$ cat src/rtl/tl_pkg.sv
// tl_pkg: shared types and constants for the tail-light pattern decoder.
//   - PAT_* : lamp patterns driven on L[2:0] / R[2:0]
//   - tl_state_e : sequence tracker states
//   - tl_class_e / tl_step_e : result of classifying one L/R sample
//   - ERR_* : err_code values
//   - helper functions mapping between states and (class, step)
package tl_pkg;

  localparam logic [2:0] PAT_OFF = 3'b000;
  localparam logic [2:0] PAT_A   = 3'b001;
  localparam logic [2:0] PAT_B   = 3'b011;
  localparam logic [2:0] PAT_C   = 3'b111;

  localparam logic [1:0] ERR_ILLEGAL = 2'b01;
  localparam logic [1:0] ERR_ORDER   = 2'b10;
  localparam logic [1:0] ERR_INTR    = 2'b11;

  typedef enum logic [3:0] {
    ST_IDLE, ST_LA, ST_LB, ST_LC, ST_RA, ST_RB, ST_RC, ST_HA, ST_HB, ST_HC
  } tl_state_e;

  typedef enum logic [2:0] {
    CL_OFF, CL_LEFT, CL_RIGHT, CL_HAZ, CL_ILLEGAL
  } tl_class_e;

  typedef enum logic [1:0] {
    STEP_A, STEP_B, STEP_C
  } tl_step_e;

  // Sequence type tracked by a state (CL_OFF for IDLE).
  function automatic tl_class_e st_class(tl_state_e s);
    case (s)
      ST_LA, ST_LB, ST_LC: return CL_LEFT;
      ST_RA, ST_RB, ST_RC: return CL_RIGHT;
      ST_HA, ST_HB, ST_HC: return CL_HAZ;
      default:             return CL_OFF;
    endcase
  endfunction

  // Last step seen in a state (meaningless for IDLE).
  function automatic tl_step_e st_step(tl_state_e s);
    case (s)
      ST_LB, ST_RB, ST_HB: return STEP_B;
      ST_LC, ST_RC, ST_HC: return STEP_C;
      default:             return STEP_A;
    endcase
  endfunction

  // State reached after accepting a step of the given class.
  function automatic tl_state_e st_of(tl_class_e c, tl_step_e p);
    case (c)
      CL_LEFT:  return (p == STEP_A) ? ST_LA : (p == STEP_B) ? ST_LB : ST_LC;
      CL_RIGHT: return (p == STEP_A) ? ST_RA : (p == STEP_B) ? ST_RB : ST_RC;
      CL_HAZ:   return (p == STEP_A) ? ST_HA : (p == STEP_B) ? ST_HB : ST_HC;
      default:  return ST_IDLE;
    endcase
  endfunction

endpackage

$ cat src/rtl/tail_light_decoder_if.sv
// tail_light_decoder_if: lamp pattern bus from the turn-signal controller.
//   sample_en : L/R carry a valid pattern this cycle
//   L, R      : left / right lamp patterns
// master = pattern source (controller or bench), slave = decoder.
interface tail_light_decoder_if;
  logic       sample_en;
  logic [2:0] L;
  logic [2:0] R;

  modport master (output sample_en, output L, output R);
  modport slave  (input  sample_en, input  L, input  R);
endinterface

$ cat src/rtl/tl_pattern_classify.sv
// tl_pattern_classify: combinational classification of one L/R sample.
//   i_L, i_R : lamp patterns
//   o_class  : OFF / LEFT / RIGHT / HAZ / ILLEGAL
//   o_step   : A/B/C step of a legal non-OFF pattern (STEP_A otherwise)
module tl_pattern_classify
  import tl_pkg::*;
(
  input  logic [2:0] i_L,
  input  logic [2:0] i_R,
  output tl_class_e  o_class,
  output tl_step_e   o_step
);

  function automatic logic is_lit(logic [2:0] p);
    return (p == PAT_A) || (p == PAT_B) || (p == PAT_C);
  endfunction

  function automatic tl_step_e step_of(logic [2:0] p);
    case (p)
      PAT_A:   return STEP_A;
      PAT_B:   return STEP_B;
      default: return STEP_C;
    endcase
  endfunction

  always_comb begin
    o_class = CL_ILLEGAL;
    o_step  = STEP_A;
    if (i_L == PAT_OFF && i_R == PAT_OFF) begin
      o_class = CL_OFF;
    end else if (is_lit(i_L) && i_R == PAT_OFF) begin
      o_class = CL_LEFT;
      o_step  = step_of(i_L);
    end else if (i_L == PAT_OFF && is_lit(i_R)) begin
      o_class = CL_RIGHT;
      o_step  = step_of(i_R);
    end else if (i_L == i_R && is_lit(i_L)) begin
      o_class = CL_HAZ;
      o_step  = step_of(i_L);
    end
  end

endmodule

$ cat src/rtl/tail_light_decoder.sv
// tail_light_decoder: receive-side checker for the tail-light pattern stream.
// Tracks left / right / hazard A->B->C->OFF sequences on sampled L/R,
// pulses *_done on completion and err on protocol violations.
//   Clk, reset    : clock, async active-high reset
//   pat (slave)   : sample_en, L, R
//   busy          : inside a sequence
//   left_done, right_done, hazard_done, err : one-cycle registered pulses
//   err_code      : cause of the last error (held)
//   seq_cnt       : completed sequences, wrapping
//   left_cnt, right_cnt, hazard_cnt, err_cnt : saturating statistics,
//                   present only when TL_DEC_STATS_EN is defined, else 0
//
// state | meaning
// IDLE  | no sequence in progress
// xA    | x in {L,R,H}: A step seen
// xB    | A,B steps seen
// xC    | A,B,C steps seen, waiting for OFF
module tail_light_decoder
  import tl_pkg::*;
#(
  parameter int CNT_W = 8
) (
  input  logic              Clk,
  input  logic              reset,
  tail_light_decoder_if.slave pat,
  output logic              busy,
  output logic              left_done,
  output logic              right_done,
  output logic              hazard_done,
  output logic              err,
  output logic [1:0]        err_code,
  output logic [CNT_W-1:0]  seq_cnt,
  output logic [CNT_W-1:0]  left_cnt,
  output logic [CNT_W-1:0]  right_cnt,
  output logic [CNT_W-1:0]  hazard_cnt,
  output logic [CNT_W-1:0]  err_cnt
);

  tl_class_e        w_class;
  tl_step_e         w_step;
  tl_class_e        w_cur_class;
  tl_step_e         w_cur_step;
  logic             w_advance;

  tl_state_e        r_state;
  logic             r_left_done, r_right_done, r_hazard_done, r_err;
  logic [1:0]       r_err_code;
  logic [CNT_W-1:0] r_seq_cnt;
`ifdef TL_DEC_STATS_EN
  logic [CNT_W-1:0] r_left_cnt, r_right_cnt, r_hazard_cnt, r_err_cnt;
`endif

  tl_pattern_classify u_classify (
    .i_L     (pat.L),
    .i_R     (pat.R),
    .o_class (w_class),
    .o_step  (w_step)
  );

  assign w_cur_class = st_class(r_state);
  assign w_cur_step  = st_step(r_state);
  // Only the immediate next step of the same type advances; a repeat is a mismatch.
  assign w_advance   = (w_class == w_cur_class) &&
                       (((w_cur_step == STEP_A) && (w_step == STEP_B)) ||
                        ((w_cur_step == STEP_B) && (w_step == STEP_C)));

  always_ff @(posedge Clk or posedge reset) begin
    if (reset) begin
      r_state       <= ST_IDLE;
      r_left_done   <= 1'b0;
      r_right_done  <= 1'b0;
      r_hazard_done <= 1'b0;
      r_err         <= 1'b0;
      r_err_code    <= 2'b00;
      r_seq_cnt     <= '0;
`ifdef TL_DEC_STATS_EN
      r_left_cnt    <= '0;
      r_right_cnt   <= '0;
      r_hazard_cnt  <= '0;
      r_err_cnt     <= '0;
`endif
    end else begin
      r_left_done   <= 1'b0;
      r_right_done  <= 1'b0;
      r_hazard_done <= 1'b0;
      r_err         <= 1'b0;
      if (pat.sample_en) begin
        if (r_state == ST_IDLE) begin
          if (w_class == CL_ILLEGAL) begin
            r_err      <= 1'b1;
            r_err_code <= ERR_ILLEGAL;
`ifdef TL_DEC_STATS_EN
            if (r_err_cnt != '1) r_err_cnt <= r_err_cnt + 1'b1;
`endif
          end else if (w_class != CL_OFF) begin
            if (w_step == STEP_A) begin
              r_state <= st_of(w_class, STEP_A);
            end else begin
              r_err      <= 1'b1;
              r_err_code <= ERR_ORDER;
`ifdef TL_DEC_STATS_EN
              if (r_err_cnt != '1) r_err_cnt <= r_err_cnt + 1'b1;
`endif
            end
          end
        end else if (w_cur_step == STEP_C && w_class == CL_OFF) begin
          r_state   <= ST_IDLE;
          r_seq_cnt <= r_seq_cnt + 1'b1;
          case (w_cur_class)
            CL_LEFT: begin
              r_left_done <= 1'b1;
`ifdef TL_DEC_STATS_EN
              if (r_left_cnt != '1) r_left_cnt <= r_left_cnt + 1'b1;
`endif
            end
            CL_RIGHT: begin
              r_right_done <= 1'b1;
`ifdef TL_DEC_STATS_EN
              if (r_right_cnt != '1) r_right_cnt <= r_right_cnt + 1'b1;
`endif
            end
            default: begin
              r_hazard_done <= 1'b1;
`ifdef TL_DEC_STATS_EN
              if (r_hazard_cnt != '1) r_hazard_cnt <= r_hazard_cnt + 1'b1;
`endif
            end
          endcase
        end else if (w_advance) begin
          r_state <= st_of(w_class, w_step);
        end else begin
          r_err <= 1'b1;
`ifdef TL_DEC_STATS_EN
          if (r_err_cnt != '1) r_err_cnt <= r_err_cnt + 1'b1;
`endif
          if (w_class == CL_ILLEGAL) begin
            r_err_code <= ERR_ILLEGAL;
            r_state    <= ST_IDLE;
          end else if (w_class == CL_OFF) begin
            r_err_code <= ERR_INTR;
            r_state    <= ST_IDLE;
          end else begin
            r_err_code <= ERR_ORDER;
            // An A step of any type restarts tracking immediately.
            r_state    <= (w_step == STEP_A) ? st_of(w_class, STEP_A) : ST_IDLE;
          end
        end
      end
    end
  end

  assign busy        = (r_state != ST_IDLE);
  assign left_done   = r_left_done;
  assign right_done  = r_right_done;
  assign hazard_done = r_hazard_done;
  assign err         = r_err;
  assign err_code    = r_err_code;
  assign seq_cnt     = r_seq_cnt;
`ifdef TL_DEC_STATS_EN
  assign left_cnt    = r_left_cnt;
  assign right_cnt   = r_right_cnt;
  assign hazard_cnt  = r_hazard_cnt;
  assign err_cnt     = r_err_cnt;
`else
  assign left_cnt    = '0;
  assign right_cnt   = '0;
  assign hazard_cnt  = '0;
  assign err_cnt     = '0;
`endif

endmodule

$ cat src/flat_wrapper.sv
// flat-port wrapper written by rule: the top's interface ports become plain ports
module tail_light_decoder_flat import tl_pkg::*;
#(
  parameter int CNT_W = 8
)
  (Clk, reset, busy, left_done, right_done, hazard_done, err, err_code, seq_cnt, left_cnt, right_cnt, hazard_cnt, err_cnt, pat_sample_en, pat_L, pat_R);
  tail_light_decoder_if pat_i ();
  input  logic Clk;
  input  logic reset;
  output logic busy;
  output logic left_done;
  output logic right_done;
  output logic hazard_done;
  output logic err;
  output logic [1:0] err_code;
  output logic [CNT_W-1:0] seq_cnt;
  output logic [CNT_W-1:0] left_cnt;
  output logic [CNT_W-1:0] right_cnt;
  output logic [CNT_W-1:0] hazard_cnt;
  output logic [CNT_W-1:0] err_cnt;
  input wire logic [$bits(pat_i.sample_en)-1:0] pat_sample_en;
  input wire logic [$bits(pat_i.L)-1:0] pat_L;
  input wire logic [$bits(pat_i.R)-1:0] pat_R;
  assign pat_i.sample_en = pat_sample_en;
  assign pat_i.L = pat_L;
  assign pat_i.R = pat_R;
  tail_light_decoder #(.CNT_W(CNT_W)) u_core (.Clk(Clk), .reset(reset), .pat(pat_i), .busy(busy), .left_done(left_done), .right_done(right_done), .hazard_done(hazard_done), .err(err), .err_code(err_code), .seq_cnt(seq_cnt), .left_cnt(left_cnt), .right_cnt(right_cnt), .hazard_cnt(hazard_cnt), .err_cnt(err_cnt));
endmodule
$ cat config.mk
export PLATFORM = sky130hd
export DESIGN_NAME = tail_light_decoder_flat
export DESIGN_NICKNAME = d
export VERILOG_FILES = /design/src/rtl/tl_pkg.sv /design/src/rtl/tail_light_decoder_if.sv /design/src/rtl/tl_pattern_classify.sv /design/src/rtl/tail_light_decoder.sv /design/src/flat_wrapper.sv
export SDC_FILE = /design/constraint.sdc
export NUM_CORES = 1
export LEC_CHECK = 0
export ABC_AREA = 1
export CAP_MARGIN = 40
export CORE_ASPECT_RATIO = 0.8
export CORE_MARGIN = 2
export CORE_UTILIZATION = 45
export DETAILED_ROUTE_END_ITERATION = 12
export PLACE_DENSITY_LB_ADDON = 0.08
export SETUP_SLACK_MARGIN = 0.2
export SLEW_MARGIN = 15
export SYNTH_ARGS = -nofsm -noshare
export SYNTH_HDL_FRONTEND = slang
export SYNTH_SLANG_ARGS = --single-unit
export TNS_END_PERCENT = 50
$ cat constraint.sdc
create_clock -name Clk -period 1.8 [get_ports Clk]
set_input_delay 0.36 -clock Clk [delete_from_list [all_inputs] [get_ports Clk]]
set_output_delay 0.36 -clock Clk [all_outputs]
set_load 0.01 [all_outputs]
# Yosys cells after proc, flatten, opt, wreduce, memory -nomap -nowiden
# Memory sizes are Yosys's and may differ from the RTL's.
# Index checks and enable logic that the tools add are counted.
# totals
word_cells	123
memories	1
register_bits	18
out_inout_bits	47
rom_bits	32
# memory_table
name	depth	word_bits	read_ports	rd_clocked_by_memory_dff	wr	line_no	rtl
(name not given)	16	2	1	0	0	tl_pkg.sv:32	case (s)
# classes
mux	55
n_addsub	1
n_reduce_logical	27
n_eq_ne	31
bitwise_logic	1
# op_table
operator	n
$mux W4	11
$mux W2	12
$mux W1	22
$eq A3 B2 Y1 const B	5
$mux W3	5
$eq A3 B1 Y1 const B	4
$pmux W2 S2	3
$pmux W4 S3	1
$eq A3 B3 Y1 const B	3
$logic_not A3 Y1	3
$pmux W3 S3	1
$add A8 B1 Y8 const B	1
$eq A4 B2 Y1 const B	2
$eq A4 B3 Y1 const B	2
$eq A4 B4 Y1 const B	2
$logic_and A1 B1 Y1	8
$ne A2 B2 Y1 const B	4
$eq A3 B3 Y1	2
$ne A3 B3 Y1 const B	2
$reduce_or A3 Y1	2
$logic_or A1 B1 Y1	5
$reduce_and A5 Y1	1
$eq A2 B1 Y1 const B	2
$eq A2 B2 Y1 const B	2
other kinds (9)	10

# Longest topological paths before layout
# Gate-level depths: netlist of run 1.
# logic_depth
depth_word	16
mapped_depth	17
ltp_nobuf	17

# By module
# Synthesis of run 1 repeated with hierarchy kept, for this count alone.
# hier_totals
cells_unflattened	222
area_unflattened_um2	1572.8
# by_module_without_submodules
module	seq_area_each_um2	area_per_inst_um2	n_inst	cells_per_inst
tail_light_decoder	450.4	1401.3	1	187
tl_pattern_classify	0.0	171.4	1	35

# Least setup slack after synthesis of run 1
# Ideal clock, no wire load.
# synth_path
kind	in2reg
start	input port pat_R[0]
end	register u_core.r_seq_cnt[6] (netlist: u_core.seq_cnt[6])
t_required_ps	1674
setup_time_ps	126
path_slack_ps	205
path_stages	8
arrival_time_ps	1469
cell_sequence	nor2_1 nand2_1 nor2_2 nand4_4 nor2_2 and3_2 nand2_2 xnor2_2
# synth_between
elab_chain_cells	10
word_cells_on_any_way	18
# synth_lines
item	line_no	rtl
from (decl)	flat_wrapper.sv:23	input wire logic [$bits(pat_i.R)-1:0] pat_R;
$eq A3 B1 Y1 or $eq A3 B2 Y1 (tied branches)	tl_pattern_classify.sv:15	return (p == PAT_A) || (p == PAT_B) || (p == PAT_C);
$logic_or A1 B1 Y1 (2 in series)	tl_pattern_classify.sv:15	
$logic_and A1 B1 Y1	tl_pattern_classify.sv:34	end else if (i_L == PAT_OFF && is_lit(i_R)) begin
$mux W3	tl_pattern_classify.sv:34	
$mux W3	tl_pattern_classify.sv:31	end else if (is_lit(i_L) && i_R == PAT_OFF) begin
$mux W3 (*)	tl_pattern_classify.sv:29	if (i_L == PAT_OFF && i_R == PAT_OFF) begin
$logic_not A3 Y1 (*)	tail_light_decoder.sv:106	end else if (w_cur_step == STEP_C && w_class == CL_OFF) begin
$logic_and A1 B1 Y1 (*)	tail_light_decoder.sv:106	
$reduce_and A3 Y1 (no line) (*)	-	
to (signal assigned)	tail_light_decoder.sv:108	r_seq_cnt <= r_seq_cnt + 1'b1;
to (decl)	tail_light_decoder.sv:48	logic [CNT_W-1:0] r_seq_cnt;
# Every way passes the cells marked *; elsewhere a longest branch is shown, timed or not.
# A chain may end at the register's enable or synchronous reset.

# Worst setup path in the final report of run 1
# layout_path
start	register u_core.r_state[1]
end	register u_core.r_state[0]
# layout_between
elab_chain_cells	10
word_cells_on_any_way	27
# layout_lines
item	line_no	rtl
from (decl)	tail_light_decoder.sv:45	tl_state_e r_state;
from (signal assigned)	tail_light_decoder.sv:97	r_state <= st_of(w_class, STEP_A);
from (signal assigned)	tail_light_decoder.sv:130	r_state <= st_of(w_class, w_step);
from (signal assigned)	tail_light_decoder.sv:145	r_state <= (w_step == STEP_A) ? st_of(w_class, STEP_A) : ST_IDLE;
$eq A4 B2 Y1 (tied with other cells)	tl_pkg.sv:42	case (s)
$reduce_or A3 Y1	tl_pkg.sv:42	
$pmux W2 S2	tl_pkg.sv:42	
$eq A2 B1 Y1 or $logic_not A2 Y1 (tied branches)	tail_light_decoder.sv:65, tail_light_decoder.sv:64	
$logic_and A1 B1 Y1 (on tied branches)	tail_light_decoder.sv:65, tail_light_decoder.sv:64	
$logic_or A1 B1 Y1	tail_light_decoder.sv:64	(((w_cur_step == STEP_A) && (w_step == STEP_B)) ||
$logic_and A1 B1 Y1	tail_light_decoder.sv:63	assign w_advance = (w_class == w_cur_class) &&
$mux W4	tail_light_decoder.sv:129	end else if (w_advance) begin
$mux W4	tail_light_decoder.sv:106	
$mux W4	tail_light_decoder.sv:88	if (r_state == ST_IDLE) begin
# Several ways; a longest one is shown, not always the timed one.

==> reports/metrics.yaml, run 1 <==
floorplan:
  dieArea_um2: 4250
  row_count: 19
  ios: 56
  start_util: 0.479
  dieWidth_um: 72.4
  die_height_um: 58.7
  coreArea_um2: 3520
global_routing:
  grt_pass1_wl_um: 5850
  grt_pass1_vias: 1399
  grt_start_max_net_pins: 19
  grt_use_total: 0.175
  gr-total-overflow: 0
  grt_antenna_before_repair: 0
timing:
  max_freq_mhz: 569
  fin_crit_ns: 1.76
  hold_viol_final: 0
  finalClockSkew_ns: 0.00158
  setup_violations: 0
  fin_crit_sh: 0.977
  rsz0062_at_grt: "true"
  slew_violations: 0
  fin_tns_setup_ns: 0
setup_path:
  r2r_end: "u_core.r_state[0]"
  crit_type: "reg -> reg"
  reg2regPathDepth: 12
  critPathRequiredTime_ns: 1.97
  cp.arrival_ns: 1.93
  r2r_slack_ns: 0.04
  critPathLaunch: "u_core.r_state[1]"
  start_kind: "register"
  r2r-start: "u_core.r_state[1]"
  critPathCaptureType: "register"
  crit_end: "u_core.r_state[0]"
  worstPathMaxFanout: 4
clock_tree:
  cts_tree: "built"
  clk_path_buf_depth: 2
  cts_inserted_buffers: 3
  ctsHoldBuffers: 0
  insertion_delay_ns: 0.24
  cts_root_buffer: "clkbuf_8"
  htree_levels: 1
  clkSinkCount: 18
  path_clk_slew_ns: 0.06
hold_path:
  worstHoldPathType: "in -> async"
pwr:
  p_per_area_nw_per_um2: 968
  internal_power_mw: 1.23
  peakVddDrop_uv: 616
  p_leak_nw: 1.32
  switching_share: 0.438
  p_sw_mw: 0.957
  power_frac_seq: 0.252
  p_comb_frac: 0.626
  power_frac_clock: 0.121
cells_and_area:
  syn2layout_area_growth_pct: 34.1
  diodes: 0
  final_core_utilization: 0.642
  drive_gt1_frac: 0.396
  layout_commonest_cell: "buf_4"
  mostFrequentLayoutCells: "38 x buf_4, 32 x conb_1, 29 x nand2_1"
  fin_area_um2: 2260
  nNetsFinal: 302
detailed_routing:
  postRouteAntennaNets: 0
  detail_route.vias_per_cell: 4.51
  vias: 1489
  drt_iter0_drc: 58
  dr.pass1.iters: 4
  routed_wirelength_um: 3560
  drt-wirelength-per-cell_um: 10.8
  drc_errors: 0
placed_design:
  gp_congestion: 0.899
  placed_area_um2: 2030
  portBuffers: 23
  place_hpwl_um: 2750
flow_run:
  drv_cap: 0
synthesis:
  synth_edf_count: 0
  yosysWarnings: 0
  syn_area_um2: 1680
  synthCells: 224
  async_reset_ff_frac: 1.00
  ys_ff_latch: 18
  ys.flop_type: "dfrtp_1"
  synth_cell_type_count: 29
  yosysSeqAreaShare: 0.267
  syn_avg_cell_area_um2: 7.52
status:
  outcome: "finished clean"
-- metal layers --
metal	GRT usage	share of wire	vias up
li1	-	-	758
met1	0.242	0.48	679
met2	0.274	0.46	46
met3	0.0445	0.047	6
met4	0.0503	0.012	0
met5	0	0	-
-- how the worst min path moves through the flow --
stage                             from            endpoint  slack [ns]  cells after the start
global placement     u_core.seq_cnt[7]   u_core.seq_cnt[7]        0.46                      1
floorplan                        reset          u_core.err        0.30                      1
CTS                              reset   u_core.seq_cnt[7]        0.43                      3
finish                           reset   u_core.seq_cnt[5]        0.43                      3
global route                     reset   u_core.r_state[3]        0.47                      3
detailed placement  u_core.err_code[0]  u_core.err_code[0]        0.47                      2
-- synth_stat cells, types with 2 or more instances --
library cell	number	area, µm²
a21oi_1	4	20.0
a21oi_2	2	17.5
buf_4	32	240
dfrtp_1	18	450
ha_1	3	37.5
inv_1	25	93.8
inv_2	11	41.3
nand2_1	35	131
nand2_2	14	87.6
nand2_4	8	90.1
nand3_1	14	70.1
nand3_2	4	40.0
nand4_1	6	37.5
nor2_1	19	71.3
nor2_2	4	25.0
nor2_4	5	56.3
o21ai_0	2	10.0
o21ai_1	3	15.0
xnor2_1	2	17.5
xor2_1	4	35.0
-- state kept, by name, indices dropped and copies added, names as in the netlist --
register / cells
u_core.right_done: 1
u_core.err: 1
u_core.left_done: 1
u_core.hazard_done: 1
u_core.err_code: 2
u_core.r_state: 4
u_core.seq_cnt: 8
-- per-stage QoR --
| stage | worst slack [ns] | std cells | hold slack (ns) | power [mW] |
|---|---|---|---|---|
| 2_1_floorplan | 0.205 | 255 | 0.299 | 1.29 |
| 3_3_place_gp | -0.393 | 313 | 0.460 | 1.64 |
| 3_5_place_dp | -0.453 | 313 | 0.472 | 1.65 |
| 4_1_cts | 0.0403 | 326 | 0.429 | 2.04 |
| 5_1_grt | -0.0752 | 330 | 0.466 | 2.39 |
| 6_report | 0.0415 | 330 | 0.425 | 2.19 |
-- area by class of cell --
type	instances	area, µm²
fillers	306	1260
multi-input cells	169	1050
repair buffers	62	526
flip-flops and latches	18	452
inverters	36	140
well taps	42	52.6
clock buffers	3	41.3
-- cell families after synthesis --
family                     Yosys count  synth area share
DFF                                 18             0.267
muxes                                1           0.00669
buffers and inverters               68             0.223
adders and majority gates            3            0.0223
and+or+nand+nor                    113             0.392
other                                1           0.00223
xor gates and xnor gates             7            0.0409
AOI/OAI and AO/OA                   13            0.0461
-- worst max-delay path, cell delays in order, from the launching register on --
cell     delay, ns
dfrtp_1       0.41
buf_6         0.15
inv_4         0.04
a21oi_2       0.14
nor2_1        0.07
buf_4         0.15
nand3_1       0.09
nand2_2       0.07
nor2_4        0.15
nand3_2       0.13
nand2_1       0.10
nand3_2       0.07
a21oi_2       0.13
-- power groups by stage --
stage	registers [mW]	logic (mW)	clock network, mW
2_1_floorplan	0.556	0.736	0
3_3_place_gp	0.550	1.09	0
3_5_place_dp	0.549	1.10	0
4_1_cts	0.535	1.23	0.277
5_1_grt	0.564	1.53	0.299
6_report	0.552	1.37	0.265
-- timing repair --
action                                  CTS  global route
buffers inserted                         10             4
gates resized for setup                  23            17
pin swaps                                18            16
endpoints found under the setup margin   17            21
endpoints found under the hold margin     0             0
(Power assumes the default switching activity.)
==> inputs of run 2 (changes only) <==
--- a/config.mk
+++ b/config.mk
@@ -11,10 +11,12 @@
 export CORE_MARGIN = 2
 export CORE_UTILIZATION = 45
 export DETAILED_ROUTE_END_ITERATION = 12
+export GPL_ROUTABILITY_DRIVEN = 0
 export PLACE_DENSITY_LB_ADDON = 0.08
 export SETUP_SLACK_MARGIN = 0.2
 export SLEW_MARGIN = 15
 export SYNTH_ARGS = -nofsm -noshare
 export SYNTH_HDL_FRONTEND = slang
+export SYNTH_HIERARCHICAL = 1
 export SYNTH_SLANG_ARGS = --single-unit
 export TNS_END_PERCENT = 50
==> run 2 against run 1 <==
  * Die area decreased by 6.2%
  * Sequential power increased by 5.8%
  * Worst setup slack got worse by 0.030 ns
  * Clock skew about the same
  * Sequential cell count unchanged
  * Largest power group unchanged
  * Highest routed layer unchanged
  * Area after synthesis decreased by 6.6%
  * Critical path depth unchanged
==> reports/metrics.yaml, run 2 <==
cells_and_area:
  nNetsFinal: 299  # -0.99%
  mostFrequentLayoutCells: "38 x nand2_1, 32 x conb_1, 30 x buf_4"
  drive_gt1_frac: 0.371  # -0.0252
  fin_area_um2: 2250  # -0.39%
  syn2layout_area_growth_pct: 43.0
  layout_commonest_cell: "nand2_1"
  fillers: 278  # -9.2%
  diodes: 0  # unchanged
  largest_reg_flops: 8  # unchanged
pwr:
  p_per_area_nw_per_um2: 778  # -20%
  p_comb_frac: 0.479  # -0.147
  internal_power_mw: 1.04  # -15%
  p_sw_mw: 0.710  # -26%
  p_leak_nw: 1.28  # -3.7%
  switching_share: 0.406  # -0.0322
  power_frac_clock: 0.187  # +0.066
  peakVddDrop_uv: 615  # -0.27%
  power_frac_seq: 0.334  # +0.082
synthesis:
  synth_top_area_frac: 0.286  # +0.0189
  async_reset_ff_frac: 1.00  # unchanged
  synth_cell_type_count: 27  # -6.9%
  yosysMostFrequentCell: "nand2_1"
  yosysSeqAreaShare: 0.286  # +0.0189
  synth-xor-area-share: 0.0390  # -0.00188
  synth_compound_area_frac: 0.0676  # +0.0216
  synth_top_family_by_area: "simple AND/OR/NAND/NOR gates"
  syn_avg_cell_area_um2: 7.08  # -5.8%
  synthCells: 222  # -0.89%
  synth_top_area_cell: "dfrtp_1"
  synth_edf_count: 0  # unchanged
  ys_top_cells_by_count: "47 x nand2_1, 32 x buf_4, 28 x inv_1"
  synthMuxAreaShare: 0.00716  # +0.000473
  yosysWarnings: 6  # +6
  ys_ff_latch: 18  # unchanged
  ys.flop_type: "dfrtp_1"
  synth-adder-area-share: 0.0239  # +0.00158
  syn_area_um2: 1570  # -6.6%
  synth_area_leaders: "dfrtp_1 29%, buf_4 15%, nand2_1 11%"
  synthSimpleGateAreaFrac: 0.342  # -0.0494
floorplan:
  die_height_um: 56.9  # -3.1%
  coreArea_um2: 3400  # -3.4%
  start_util: 0.463  # -0.0160
  dieArea_um2: 3990  # -6.2%
  row_count: 19  # unchanged
  dieWidth_um: 70.1  # -3.2%
  ios: 56  # unchanged
setup_path:
  reg2regPathDepth: 9  # -3
  critPathRequiredTime_ns: 1.98  # about the same
  r2r_end: "u_core/r_state[3]"
  crit_type: "in -> reg"
  start_kind: "input port"
  cp.arrival_ns: 1.97  # +0.04 ns
  r2r_slack_ns: 0.08  # +0.04 ns
  worstPathMaxFanout: 5  # +1
  critPathCaptureType: "register"
  r2r-start: "u_core/r_state[2]"
placed_design:
  portBuffers: 23  # unchanged
  placed_area_um2: 1970  # -3.0%
  place_hpwl_um: 2600  # -5.5%
global_routing:
  grt_use_total: 0.181  # +0.00563
  gr-total-overflow: 0  # unchanged
  grt_pass1_wl_um: 5710  # -2.4%
  grt_start_max_net_pins: 19  # unchanged
  grt_antenna_before_repair: 0  # unchanged
  grt_pass1_vias: 1246  # -11%
detailed_routing:
  detail_route.vias_per_cell: 4.45  # -1.5%
  drt-wirelength-per-cell_um: 10.8  # -0.12%
  dr.pass1.iters: 4  # unchanged
  postRouteAntennaNets: 0  # unchanged
  drt_iter0_drc: 51  # -12%
  routed_wirelength_um: 3540  # -0.73%
  drc_errors: 0  # unchanged
  vias: 1458  # -2.1%
clock_tree:
  ctsHoldBuffers: 0  # unchanged
  cts_inserted_buffers: 3  # unchanged
  clk_path_buf_depth: 2  # unchanged
  clkSinkCount: 18  # unchanged
  htree_levels: 1  # unchanged
  path_clk_slew_ns: 0.07  # about the same
  cts_tree: "built"
  cts_root_buffer: "clkbuf_8"
  insertion_delay_ns: 0.25  # about the same
timing:
  finalClockSkew_ns: 0.00156  # -0.0000214 ns
  whs_ns: 0.426  # +0.000549 ns
  fin_crit_ns: 1.79  # +0.0300 ns
  max_freq_mhz: 559  # -1.7%
  setup_violations: 0  # unchanged
  rsz0062_at_grt: "true"
  fin_crit_sh: 0.994  # +0.0167
  slew_violations: 0  # unchanged
  hold_viol_final: 0  # unchanged
status:
  outcome: "finished clean"
flow_run:
  drv_cap: 0  # unchanged
hold_path:
  worstHoldPathType: "in -> async"
==> run 2: timing repair <==
item	in CTS	in global routing
endpoints found under the hold margin	0	0
endpoints found under the setup margin	21	25
pin swaps	29	19
gates resized for setup	63	22
buffers inserted	9	1
==> run 2: power by group through the flow <==
stage                     registers [mW]  clock network, mW  logic (mW)
final                              0.584              0.327       0.838
after global placement             0.573                  0       0.747
after floorplan                    0.576                  0       0.481
after detailed placement           0.572                  0       0.748
after global routing               0.597              0.356       0.926
after CTS                          0.576              0.339       0.795
==> run 2: cell type report <==
| class | count | area (µm²) | share of cell area |
|---|---|---|---|
| timing repair buffer | 61 | 564 | 0.251 |
| inverter | 33 | 129 | 0.0573 |
| sequential | 18 | 454 | 0.202 |
| tap | 42 | 52.6 | 0.0234 |
| multi-input combinational | 170 | 995 | 0.442 |
| clock buffer | 4 | 55.1 | 0.0245 |
==> run 2: metal layers <==
metal,global-route usage,part of all wire
met2,0.267,0.43
met4,0.0412,0.0076
met5,0,0
met3,0.0467,0.052
met1,0.265,0.51
==> run 2: critical path, stage by stage <==
cell and delay (ns):
buf_12 0.11, nor3_4 0.21, o211ai_1 0.17, nand2_4 0.14, nor2_4 0.06, inv_2 0.10, nand4_1 0.14, nor2_4 0.15
nand3_4 0.11, nor2_4 0.19, nand4_1 0.13, o21ai_1 0.10
==> run 2: per-stage QoR <==
stage	setup slack (ns)	TNS (ns)	utilization	power, mW	std cells
after floorplan	0.0839	0	-	1.06	253
after global placement	-0.723	-11.10	0.580	1.32	314
after detailed placement	-0.718	-10.97	0.580	1.32	314
after CTS	0.0822	0	0.641	1.71	327
after global routing	-0.0655	-0.269	0.662	1.88	328
final	0.0115	0	0.662	1.75	328
==> run 2: cell families (layout without fill, tap and decap cells) <==
family,count (synthesis),count (layout)
DFF,18,18
and+or+nand+nor,108,108
muxes,1,1
buffers and inverters,65,98
xor gates and xnor gates,7,7
AOI/OAI and AO/OA,19,19
adders and majority gates,3,3
other,1,32
==> run 2: worst max path at each step <==
stage	from	to	slack, ns	depth (start not counted)
floorplan	pat_L[0]	u_core/err_code[0]	0.08	12
global placement	pat_L[2]	u_core/seq_cnt[6]	-0.72	14
detailed placement	pat_L[2]	u_core/seq_cnt[7]	-0.72	15
CTS	pat_L[2]	u_core/r_state[3]	0.08	12
global route	pat_L[2]	u_core/r_state[3]	-0.07	12
finish	pat_L[2]	u_core/r_state[3]	0.01	12
==> inputs of run 3 (changes only) <==
--- a/config.mk
+++ b/config.mk
@@ -12,7 +12,7 @@
 export CORE_UTILIZATION = 45
 export DETAILED_ROUTE_END_ITERATION = 12
 export GPL_ROUTABILITY_DRIVEN = 0
-export PLACE_DENSITY_LB_ADDON = 0.08
+export PLACE_DENSITY = 0.8
 export SETUP_SLACK_MARGIN = 0.2
 export SLEW_MARGIN = 15
 export SYNTH_ARGS = -nofsm -noshare
==> run 3 against run 2 <==
  * Clock skew rose by 0.0032 ns
  * Combinational power up 0.6%
  * Register-to-register slack better by 0.05 ns
  * Via count increased by 5.1%
  * Utilization decreased by 1.4 points
  * Global-route usage grew 1.1 points
  * Hold slack improved by 0.044 ns
  * Final cell count decreased by 1.5%
==> reports/metrics.yaml, run 3 (same netlist as run 2, synthesis figures left out) <==
setup_path:
  start_kind: "input port"
  slowest_stage: "nor2_4"
  crit_type: "in -> reg"
  r2r_end: "u_core/r_state[3]"
  critPathCaptureType: "register"
  r2r_slack_ns: 0.13  # +0.05 ns
  worstPathMaxFanout: 5  # unchanged
  crit_end: "u_core/r_state[3]"
  reg2regPathDepth: 9  # unchanged
  critPathLaunch: "pat_L[2]"
  crit_buf_inv: 2  # unchanged
  r2r-start: "u_core/r_state[1]"
  critPathRequiredTime_ns: 1.99  # about the same
  max_stage_delay_ns: 0.19  # -0.02 ns
  cp.arrival_ns: 1.91  # -0.06 ns
  crit_top_cell: "nor2_4"
  cp_top_family: "simple AND/OR/NAND/NOR gates"
  crit_chain: "buf_12 -> nor3_4 -> o211ai_1 -> nand2_4 -> nor2_4 -> inv_2 -> nand4_1 -> nor2_4 -> nand3_4 -> nor2_4 -> nand4_1 -> o21ai_1"
  critical_path_cell_count: 12  # unchanged
global_routing:
  grt_use_met1: 0.267  # +0.00208
  met3_usage: 0.0503  # +0.00359
  grt_use_total: 0.192  # +0.0108
  grt_start_max_net_pins: 19  # unchanged
  grt_use_met2: 0.314  # +0.0476
  grt_pass1_vias: 1336  # +7.2%
  gr-total-overflow: 0  # unchanged
  grt_antenna_before_repair: 0  # unchanged
  grt_pass1_wl_um: 6120  # +7.1%
  busiest_layer: "met2"
floorplan:
  coreArea_um2: 3400  # unchanged
  dieWidth_um: 70.1  # unchanged
  ios: 56  # unchanged
  row_count: 19  # unchanged
  start_util: 0.463  # unchanged
  die_height_um: 56.9  # unchanged
  dieArea_um2: 3990  # unchanged
clock_tree:
  cts_root_buffer: "clkbuf_8"
  htree_levels: 1  # unchanged
  clkSinkCount: 18  # unchanged
  path_clk_slew_ns: 0.07  # about the same
  insertion_delay_ns: 0.26  # about the same
  cts_inserted_buffers: 3  # unchanged
  ctsHoldBuffers: 0  # unchanged
  cts_tree: "built"
  clk_path_buf_depth: 2  # unchanged
pwr:
  power_frac_seq: 0.328  # -0.006
  p_leak_nw: 1.14  # -10%
  power_frac_clock: 0.191  # +0.004
  p_per_area_nw_per_um2: 797  # +2.4%
  p_sw_mw: 0.730  # +2.9%
  peakVddDrop_uv: 689  # +12%
  switching_share: 0.416  # +0.0106
  internal_power_mw: 1.02  # -1.5%
  p_comb_frac: 0.480  # about the same
timing:
  rsz0062_at_grt: "true"
  finalClockSkew_ns: 0.00480  # +0.00324 ns
  setup_violations: 0  # unchanged
  fin_ws_ns: 0.0751  # +0.0635 ns
  max_freq_mhz: 580  # +3.7%
  hold_viol_final: 0  # unchanged
  fin_crit_sh: 0.958  # -0.0353
  slew_violations: 0  # unchanged
  fin_crit_ns: 1.72  # -0.0635 ns
  whs_ns: 0.470  # +0.0440 ns
placed_design:
  place_hpwl_um: 2750  # +5.8%
  portBuffers: 23  # unchanged
  pre_cts_slack_ns: -0.692  # +0.0255 ns
  placed_area_um2: 1950  # -1.1%
  dp.cells: 311  # -0.96%
cells_and_area:
  stdcell_count: 323  # -1.5%
  nNetsFinal: 294  # -1.7%
  fin_area_um2: 2200  # -2.1%
  layout_commonest_cell: "nand2_1"
  largest_reg_flops: 8  # unchanged
  final_core_utilization: 0.648  # -0.0136
  syn2layout_area_growth_pct: 40.1
  mostFrequentLayoutCells: "35 x nand2_1, 32 x conb_1, 29 x buf_4"
  drive_gt1_frac: 0.381  # +0.0102
  diodes: 0  # unchanged
detailed_routing:
  dr.pass1.iters: 4  # unchanged
  vias: 1532  # +5.1%
  drt-wirelength-per-cell_um: 12.3  # +14%
  routed_wirelength_um: 3960  # +12%
  drt_iter0_drc: 86  # +69%
  drc_errors: 0  # unchanged
  detail_route.vias_per_cell: 4.74  # +6.7%
  postRouteAntennaNets: 0  # unchanged
flow_run:
  drv_cap: 0  # unchanged
hold_path:
  worstHoldPathType: "in -> async"
status:
  outcome: "finished clean"
[run 3: changes by cell type in the layout (fill, tap and decap cells not counted), moves of 2 or more]
cell	previous run	this run
o21ai_4	0	2
clkdlybuf4s50_1	11	16
nand2_2	13	16
nor2_2	7	9
nor2_4	9	7
dlymetal6s2s_1	5	0
o21ai_0	2	5
o21ai_2	3	0
buf_6	10	5
o21ai_1	4	2
nand2_1	38	35
[run 3: routing by layer]
layer | up-vias | routed length (µm)
met5 | - | 0
met4 | 0 | 72
li1 | 749 | -
met3 | 12 | 326
met1 | 709 | 1730
met2 | 62 | 1840
[run 3: metrics by stage]
step                      setup TNS (ns)  total power [mW]
after floorplan                        0              1.06
after global placement             -8.86              1.30
after detailed placement          -10.21              1.33
after CTS                              0              1.70
after global routing             -0.0672              1.88
final                                  0              1.76
[run 3: how the worst min path moves through the flow]
| stage | from | to |
|---|---|---|
| CTS | reset | u_core/seq_cnt[3] |
| finish | reset | u_core/r_state[3] |
| detailed placement | u_core/seq_cnt[7] | u_core/seq_cnt[7] |
| global placement | u_core/seq_cnt[7] | u_core/seq_cnt[7] |
| global route | u_core/seq_cnt[7] | u_core/seq_cnt[7] |
| floorplan | reset | u_core/err |
[run 3: cell type report]
| class | count | area [µm²] |
|---|---|---|
| clock buffer | 4 | 55.1 |
| timing repair buffer | 56 | 503 |
| inverter | 33 | 129 |
| fill | 273 | 1200 |
| tap | 42 | 52.6 |
| sequential | 18 | 455 |
| multi-input combinational | 170 | 1010 |
[run 3: what timing repair did]
action | in CTS | in global routing
setup buffers | 6 | 2
setup endpoints to repair | 22 | 24
pin swaps | 25 | 19
resized for setup | 56 | 23
[run 3: tightest hold or removal path: stages]
cell	delay (ns)
clkdlybuf4s50_1	0.40
inv_1	0.08
buf_4	0.26
[run 3: power by group through the flow]
stage                     Sequential, mW  Combinational [mW]  Clock (mW)
after floorplan                    0.576               0.481           0
after global placement             0.568               0.729           0
after detailed placement           0.570               0.758           0
after CTS                          0.573               0.795       0.334
after global routing               0.589               0.933       0.359
final                              0.577               0.843       0.336
